==> src/rtl/dmc_dma_pkg.sv <==
// dmc_dma_pkg: shared state encoding and sizing constants for the DMC sample-fetch DMA engine.
package dmc_dma_pkg;
   localparam int STATE_W = 3;
   localparam int STALL_CNT_W = 2;
   localparam int TIMEOUT_CYCLES_DEF = 255;
   typedef enum logic [STATE_W-1:0] {IDLE, WAIT_RD, HALT, FETCH, COOL} state_t;
endpackage

==> src/rtl/dmc_dma_watchdog.sv <==
// dmc_dma_watchdog: counts clocks while a fetch is outstanding and flags expiry on the last one.
module dmc_dma_watchdog #(
   parameter int TIMEOUT_CYCLES = 255
) (
   input  logic clk,
   input  logic rst_n,
   input  logic run,
   output logic expired
);
   localparam int CW = $clog2(TIMEOUT_CYCLES + 1);
   logic [CW-1:0] cnt;
   always_ff @(posedge clk)
      if (!rst_n) cnt <= '0;
      else cnt <= run ? cnt + 1'b1 : '0;
   assign expired = run && (cnt == CW'(TIMEOUT_CYCLES - 1));
endmodule

==> src/rtl/dmc_dma_engine.sv <==
// dmc_dma_engine: halts the CPU on a read cycle, steals STALL_CYCLES cycles and fetches one DMC byte.
// Define DMC_DMA_TIMEOUT_EN to add the FETCH watchdog, TIMEOUT_CYCLES and a sticky oErr.
module dmc_dma_engine
   import dmc_dma_pkg::*;
#(
   parameter int STALL_CYCLES = 4,
   parameter int ADDR_WIDTH = 16
`ifdef DMC_DMA_TIMEOUT_EN
   , parameter int TIMEOUT_CYCLES = TIMEOUT_CYCLES_DEF
`endif
) (
   input  logic                  iClk,
   input  logic                  iReset_n,
   input  logic                  iDMA_req,
   input  logic [ADDR_WIDTH-1:0] iDMA_addr,
   output logic                  oDMA_ack,
   output logic [7:0]            oDMA_data,
   input  logic                  iCpu_cycle,
   input  logic                  iCpu_rw,
   output logic                  oCpu_rdy,
   output logic [ADDR_WIDTH-1:0] oMem_addr,
   output logic                  oMem_rd,
   input  logic [7:0]            iMem_data,
   input  logic                  iMem_valid,
   output logic                  oErr
);
   state_t state;
   logic [STALL_CNT_W-1:0] cnt;
   logic [ADDR_WIDTH-1:0] addr_q;
   logic expired;
`ifdef DMC_DMA_TIMEOUT_EN
   dmc_dma_watchdog #(.TIMEOUT_CYCLES(TIMEOUT_CYCLES)) u_watchdog (
      .clk(iClk), .rst_n(iReset_n), .run(state == FETCH), .expired(expired)
   );
   always_ff @(posedge iClk)
      if (!iReset_n) oErr <= 1'b0;
      else if (state == FETCH && expired && !iMem_valid) oErr <= 1'b1;
`else
   assign expired = 1'b0;
   assign oErr = 1'b0;
`endif
   always_ff @(posedge iClk) begin
      if (!iReset_n) begin
         state     <= IDLE;
         oCpu_rdy  <= 1'b1;
         oDMA_ack  <= 1'b0;
         oDMA_data <= 8'h00;
         oMem_rd   <= 1'b0;
         oMem_addr <= '0;
         cnt       <= '0;
         addr_q    <= '0;
      end else begin
         oDMA_ack <= 1'b0;
         case (state)
            IDLE:
               if (iDMA_req) begin
                  addr_q <= iDMA_addr;
                  state  <= WAIT_RD;
               end
            WAIT_RD:
               if (!iDMA_req) begin
                  oCpu_rdy <= 1'b1;
                  state    <= IDLE;
               end else if (iCpu_cycle && iCpu_rw) begin
                  oCpu_rdy <= 1'b0;
                  cnt      <= STALL_CNT_W'(1);
                  if (STALL_CYCLES == 1) begin
                     oMem_addr <= addr_q;
                     oMem_rd   <= 1'b1;
                     state     <= FETCH;
                  end else state <= HALT;
               end
            HALT:
               if (!iDMA_req) begin
                  oCpu_rdy <= 1'b1;
                  state    <= IDLE;
               end else if (iCpu_cycle) begin
                  cnt <= cnt + 1'b1;
                  if (cnt == STALL_CNT_W'(STALL_CYCLES - 1)) begin
                     oMem_addr <= addr_q;
                     oMem_rd   <= 1'b1;
                     state     <= FETCH;
                  end
               end
            FETCH:
               // A request withdrawn mid-fetch still finishes the bus cycle but is not acknowledged.
               if (iMem_valid || expired) begin
                  oMem_rd  <= 1'b0;
                  oCpu_rdy <= 1'b1;
                  state    <= COOL;
                  if (iDMA_req) begin
                     oDMA_ack  <= 1'b1;
                     oDMA_data <= iMem_valid ? iMem_data : 8'h00;
                  end
               end
            COOL:    state <= IDLE;
            default: state <= IDLE;
         endcase
      end
   end
endmodule

==> config.mk <==
export PLATFORM = sky130hd
export DESIGN_NAME = dmc_dma_engine
export DESIGN_NICKNAME = d
export VERILOG_FILES = /design/src/rtl/dmc_dma_pkg.sv /design/src/rtl/dmc_dma_watchdog.sv /design/src/rtl/dmc_dma_engine.sv
export SDC_FILE = /design/constraint.sdc
export NUM_CORES = 1
export LEC_CHECK = 0
export CAP_MARGIN = 5
export CELL_PAD_IN_SITES_DETAIL_PLACEMENT = 0
export CELL_PAD_IN_SITES_GLOBAL_PLACEMENT = 2
export CORE_ASPECT_RATIO = 0.75
export CORE_UTILIZATION = 28
export DETAILED_ROUTE_END_ITERATION = 8
export PLACE_DENSITY = 0.95
export SETUP_SLACK_MARGIN = 0.5
export SYNTH_ARGS = -nofsm -noshare
export SYNTH_HDL_FRONTEND = slang
export SYNTH_SLANG_ARGS = --single-unit
export TNS_END_PERCENT = 30
==> constraint.sdc <==
create_clock -name iClk -period 3.3 [get_ports iClk]
set_input_delay 0.495 -clock iClk [delete_from_list [all_inputs] [get_ports iClk]]
set_output_delay 0.495 -clock iClk [all_outputs]
set_load 0.02 [all_outputs]
# [After elaboration in Yosys (flattened, before gate mapping)]
# Cells that the tools add are included.
[totals] reg_bits=48 latch_bits=0 ramBits=0 romBits=0 input_bits=30 out_inout_bits=28 elab_cells=61 n_memories=0
[classes] addsub=1 mul=0 n_div=0 order_cmp=0 eq_ne=15 n_shift=0 n_mux=24 bitwise=0 reduce_logical=13
[ops] operator="$mux W3" n=7
[ops] operator="$ne A2 B2 Y1 const B" n=8
[ops] operator="$reduce_and A5 Y1" n=3
[ops] operator="$pmux W3 S4" n=1
[ops] operator="$mux W1" n=9
[ops] operator="$ne A3 B3 Y1 const B" n=3
[ops] operator="$mux W2" n=4
[ops] operator="$reduce_and A4 Y1" n=2
[ops] operator="$eq A3 B2 Y1 const B" n=2
[ops] operator="$reduce_and A3 Y1" n=2
[ops] operator="$pmux W2 S2" n=1
[ops] operator="$reduce_bool A2 Y1" n=2
[ops] operator="$eq A3 B1 Y1 const B" n=1
[ops] operator="$logic_not A3 Y1" n=1
[ops] operator="$pmux W1 S3" n=1
[ops] operator="$reduce_bool A3 Y1" n=1
[ops] operator="$add A2 B1 Y2 const B" n=1
[ops] operator="$eq A2 B2 Y1 const B" n=1
[ops] operator="$pmux W1 S2" n=1
[ops] operator="$reduce_and A2 Y1" n=1
[ops] operator="$logic_and A1 B1 Y1" n=1

# [Depth between registers and ports, before layout]
[depth] depth_word=5 mapped_depth=7 depth_no_buf=5

# [Worst setup path before layout]
# Ideal clock, no wire load.
[synth_timing] path_type="in2reg" startpoint="in iDMA_req" endpoint="reg oCpu_rdy" setup_time_ns=0.122 arrival_ns=1.377 required_time_ns=3.178 setup_slack_ns=1.801 stages=4 n_path_buf=0 cell_sequence="nor2b_4 or3b_1 nor2b_4 a221o_1"
[synth_between] elab_chain_cells=2 elab_cells_between_ends=5 classes_between="eq/ne: 2; mux: 2; reduce/logical: 1"
[synth_lines] item="start, declared" line_no="dmc_dma_engine.sv:14" source="input logic iDMA_req,"
[synth_lines] item="$ne A3 B3 Y1 (no line) (tied with other cells)"
[synth_lines] item="$reduce_and A4 Y1 (no line) or $pmux W1 S3 (tied branches)"
[synth_lines] item="end signal, assigned" line_no="dmc_dma_engine.sv:45" source="oCpu_rdy <= 1'b1;"
[synth_lines] item="end signal, assigned" line_no="dmc_dma_engine.sv:62" source="oCpu_rdy <= 1'b1;"
[synth_lines] item="end signal, assigned" line_no="dmc_dma_engine.sv:65" source="oCpu_rdy <= 1'b0;"
[synth_lines] item="end, declared" line_no="dmc_dma_engine.sv:20" source="output logic oCpu_rdy,"
# Parallel ways exist; a longest one is shown, timed or not.
# A chain may end at the register's enable or synchronous reset.

# [Worst setup path after layout]
# Ends and elaborated chain as after synthesis.

==> impl_metrics.toml <==
[cts]
worst_skew_pair.late_latency_ps = 300
cts_hold_buffers = 0
cts_buffers = 5
cts.repair.resized = 0
numClockSinks = 48
htreeDepth = 2
cts_post_setup_buffers_inserted = 0
clock_path_buffers = 2
path_clk_slew_ps = 90
tritoncts = "done"
clock_tree.root_cell = "sky130_fd_sc_hd__clkbuf_8"

[final_layout]
antenna_cells = 0
filler_cell_count = 645
final_cells = 357
mostFrequentLayoutCells = "71 x sky130_fd_sc_hd__nand2_1, 56 x sky130_fd_sc_hd__clkdlybuf4s50_1, 48 x sky130_fd_sc_hd__dfxtp_1, 38 x sky130_fd_sc_hd__a21oi_1, 12 x sky130_fd_sc_hd__nor2_1"
layout.nets = 306
layout-drive-gt1-share_pct = 6.88
area.growth.synth_to_final_pct = 37.1
final_common_cell = "sky130_fd_sc_hd__nand2_1"

[critical_path]
arrival_time_of_data_at_the_critical_path_endpoint_ps = 2110
start_kind = "primary input"
path_delay_family = "simple AND/OR/NAND/NOR gates"
worst_path_largest_cell_delay_ps = 610
critPathBufInv = 1
critical_path_peak_fanout = 8
worst_path_max_delay_cell = "sky130_fd_sc_hd__clkdlybuf4s50_1"
critPathCaptureType = "register"
crit_path_cell_trace = "clkdlybuf4s50_1, nor2b_4, or3b_1, nor2b_4, a221o_1"
most_used_cell_along_the_critical_path = "sky130_fd_sc_hd__nor2b_4"
timing.critical_path.required_ps = 3490
setup.worst_path.class = "primary input to register"

[timing]
finalWorstPathRequiredPeriod_ps = 1920
report.final.hold_viol_count = 0
fin_setup_tns_ps = 0
timing.slew.headroom_pct = 45.8
slew_violations = 0
finalClockSkew_ps = 7.41
setup_viol = 0
final.period_utilization_pct = 58.3
rsz0062_at_grt = "no"
max_freq_ghz = 0.520
max_slew.worst_pin.slew_ps = 811

[power]
seqPwrFrac_pct = 55.8
vdd.ir_drop.worst_mv = 0.173
net-switching-power_mw = 0.274
p_sw_share_pct = 25.0
power_per_cell_area_mw_per_mm2 = 426
share_clk_of_total_power_pct = 33.5
p_leak_nw = 0.882
p_int_mw = 0.825
share_of_total_power_in_combinational_logic_pct = 10.7

[outcome]
outcome = "complete, no violations"

[synth]
yosys.cell_types.count = 35
synth_sequential_area_ratio_pct = 51.0
netlist_instances = 223
mappedNetlistNets = 254
asyncSetResetFlopFracSynth_pct = 0
yosys_most_used_dff = "sky130_fd_sc_hd__dfxtp_1"
netlist_area_mm2 = 0.00188
yosys_warnings = 0
synth_edf_count = 0
ys_seq_elements = 48
synth.avg_cell_area_um2 = 8.44

[global_route]
grt.total_usage_pct = 12.0
number_of_antenna_violations_at_the_first_check_in_global_routing = 0
grt_remaining_overflow = 0
grt_pass1_wl_mm = 6.91
number_of_global_route_vias_before_repair = 1479
largest_net_degree_at_the_start_of_global_routing = 47

[placed_design]
portBuffers = 56
dpl.hpwl_mm = 2.82
dp.cells = 349
gp_congestion = 0.799

[detailed_routing]
vias = 1599
route.final.wire_length_mm = 4.27
detail-route-antenna-nets = 0
viasPerCell = 4.48
first_iter_violations = 102
drc = 0
drtPass1Iterations = 4
detail_route.wl_per_cell_um = 12.0

[floorplanning]
io_pins = 58
die_span_in_y_um = 73.0
core_area_mm2 = 0.00641
start_util_pct = 29.4
design.die.area_mm2 = 0.00706
die-width_um = 96.7
core.rowCount = 25

[hold_path]
worstHoldPathType = "register to register"

[run]
max-cap-violations = 0
[metal layers]
metal	vias to the layer above	wire length, µm	GRT usage, %
met5	-	0	0
met2	35	1820	18.2
met4	0	14	3.48
li1	841	-	-
met1	721	2250	16.7
met3	2	185	3.26
[final timing paths]
kind                  start            to  slack, ps  depth (start not counted)
hold / removal    addr_q[0]  oMem_addr[0]        450                          2
hold reg to reg   addr_q[0]  oMem_addr[0]        450                          2
setup reg to reg   state[0]  oDMA_data[4]       1590                          4
setup / recovery   iDMA_req      oCpu_rdy       1380                          5
[flip-flops by register name, summed over array words and instances (netlist names)]
name / count
oDMA_ack: 1
oMem_addr: 16
cnt: 2
addr_q: 16
state: 3
oDMA_data: 8
oMem_rd: 1
oCpu_rdy: 1
[logic make-up after synthesis]
group | count (synthesis) | synth area share [%]
AOI/OAI and AO/OA | 44 | 12.6
xor gates and xnor gates | 1 | 0.465
adders and majority gates | 1 | 0.664
buffers and inverters | 15 | 4.45
DFF | 48 | 51.0
muxes | 9 | 4.78
other | 1 | 0.199
and+or+nand+nor | 104 | 25.8
[power groups by stage]
| stage | combinational (mW) | sequential, mW | clock (mW) |
|---|---|---|---|
| finish | 0.118 | 0.613 | 0.368 |
| global route | 0.130 | 0.616 | 0.403 |
| CTS | 0.119 | 0.613 | 0.383 |
| detailed placement | 0.118 | 0.627 | 0 |
| global placement | 0.118 | 0.627 | 0 |
| floorplan | 0.0746 | 0.618 | 0 |
[final cells by class]
cell class	count	area (µm²)	area share, %
inverter	2	7.51	0.291
clock inverter	2	15.0	0.582
tap	81	101	3.93
clock buffer	6	82.6	3.20
timing repair buffer	58	576	22.3
multi-input combinational	160	838	32.5
sequential	48	961	37.2
[through the flow]
step | setup slack (ps) | total power, mW | cell area [µm²] | hold slack [ps] | utilization [%]
2_1_floorplan | 1800 | 0.693 | 1880 | 432 | -
3_3_place_gp | 1070 | 0.745 | 2480 | 438 | 38.7
3_5_place_dp | 1050 | 0.745 | 2480 | 441 | 38.7
4_1_cts | 1380 | 1.11 | 2580 | 455 | 40.3
5_1_grt | 1250 | 1.15 | 2580 | 477 | 40.3
6_report | 1380 | 1.10 | 2580 | 454 | 40.3
[synth_stat cells, types with 2 or more instances]
cell	number	area (µm²)
sky130_fd_sc_hd__buf_4	3	22.5
sky130_fd_sc_hd__clkbuf_1	5	18.8
sky130_fd_sc_hd__nor2b_4	2	27.5
sky130_fd_sc_hd__nor2_1	12	45.0
sky130_fd_sc_hd__nor2_2	2	12.5
sky130_fd_sc_hd__dfxtp_1	48	961
sky130_fd_sc_hd__nand2b_1	3	18.8
sky130_fd_sc_hd__buf_2	3	15.0
sky130_fd_sc_hd__nand2_1	71	267
sky130_fd_sc_hd__nand3b_1	2	15.0
sky130_fd_sc_hd__and2_2	2	15.0
sky130_fd_sc_hd__a21oi_1	38	190
sky130_fd_sc_hd__mux2i_1	9	90.1
sky130_fd_sc_hd__nand4_1	2	12.5
[tightest hold or removal path: cells and delay by family (launching register included)]
family	cells	cell delay, ps
and+or+nand+nor	1	50
AOI/OAI and AO/OA	1	50
DFF	1	320
(Power assumes the default switching activity.)
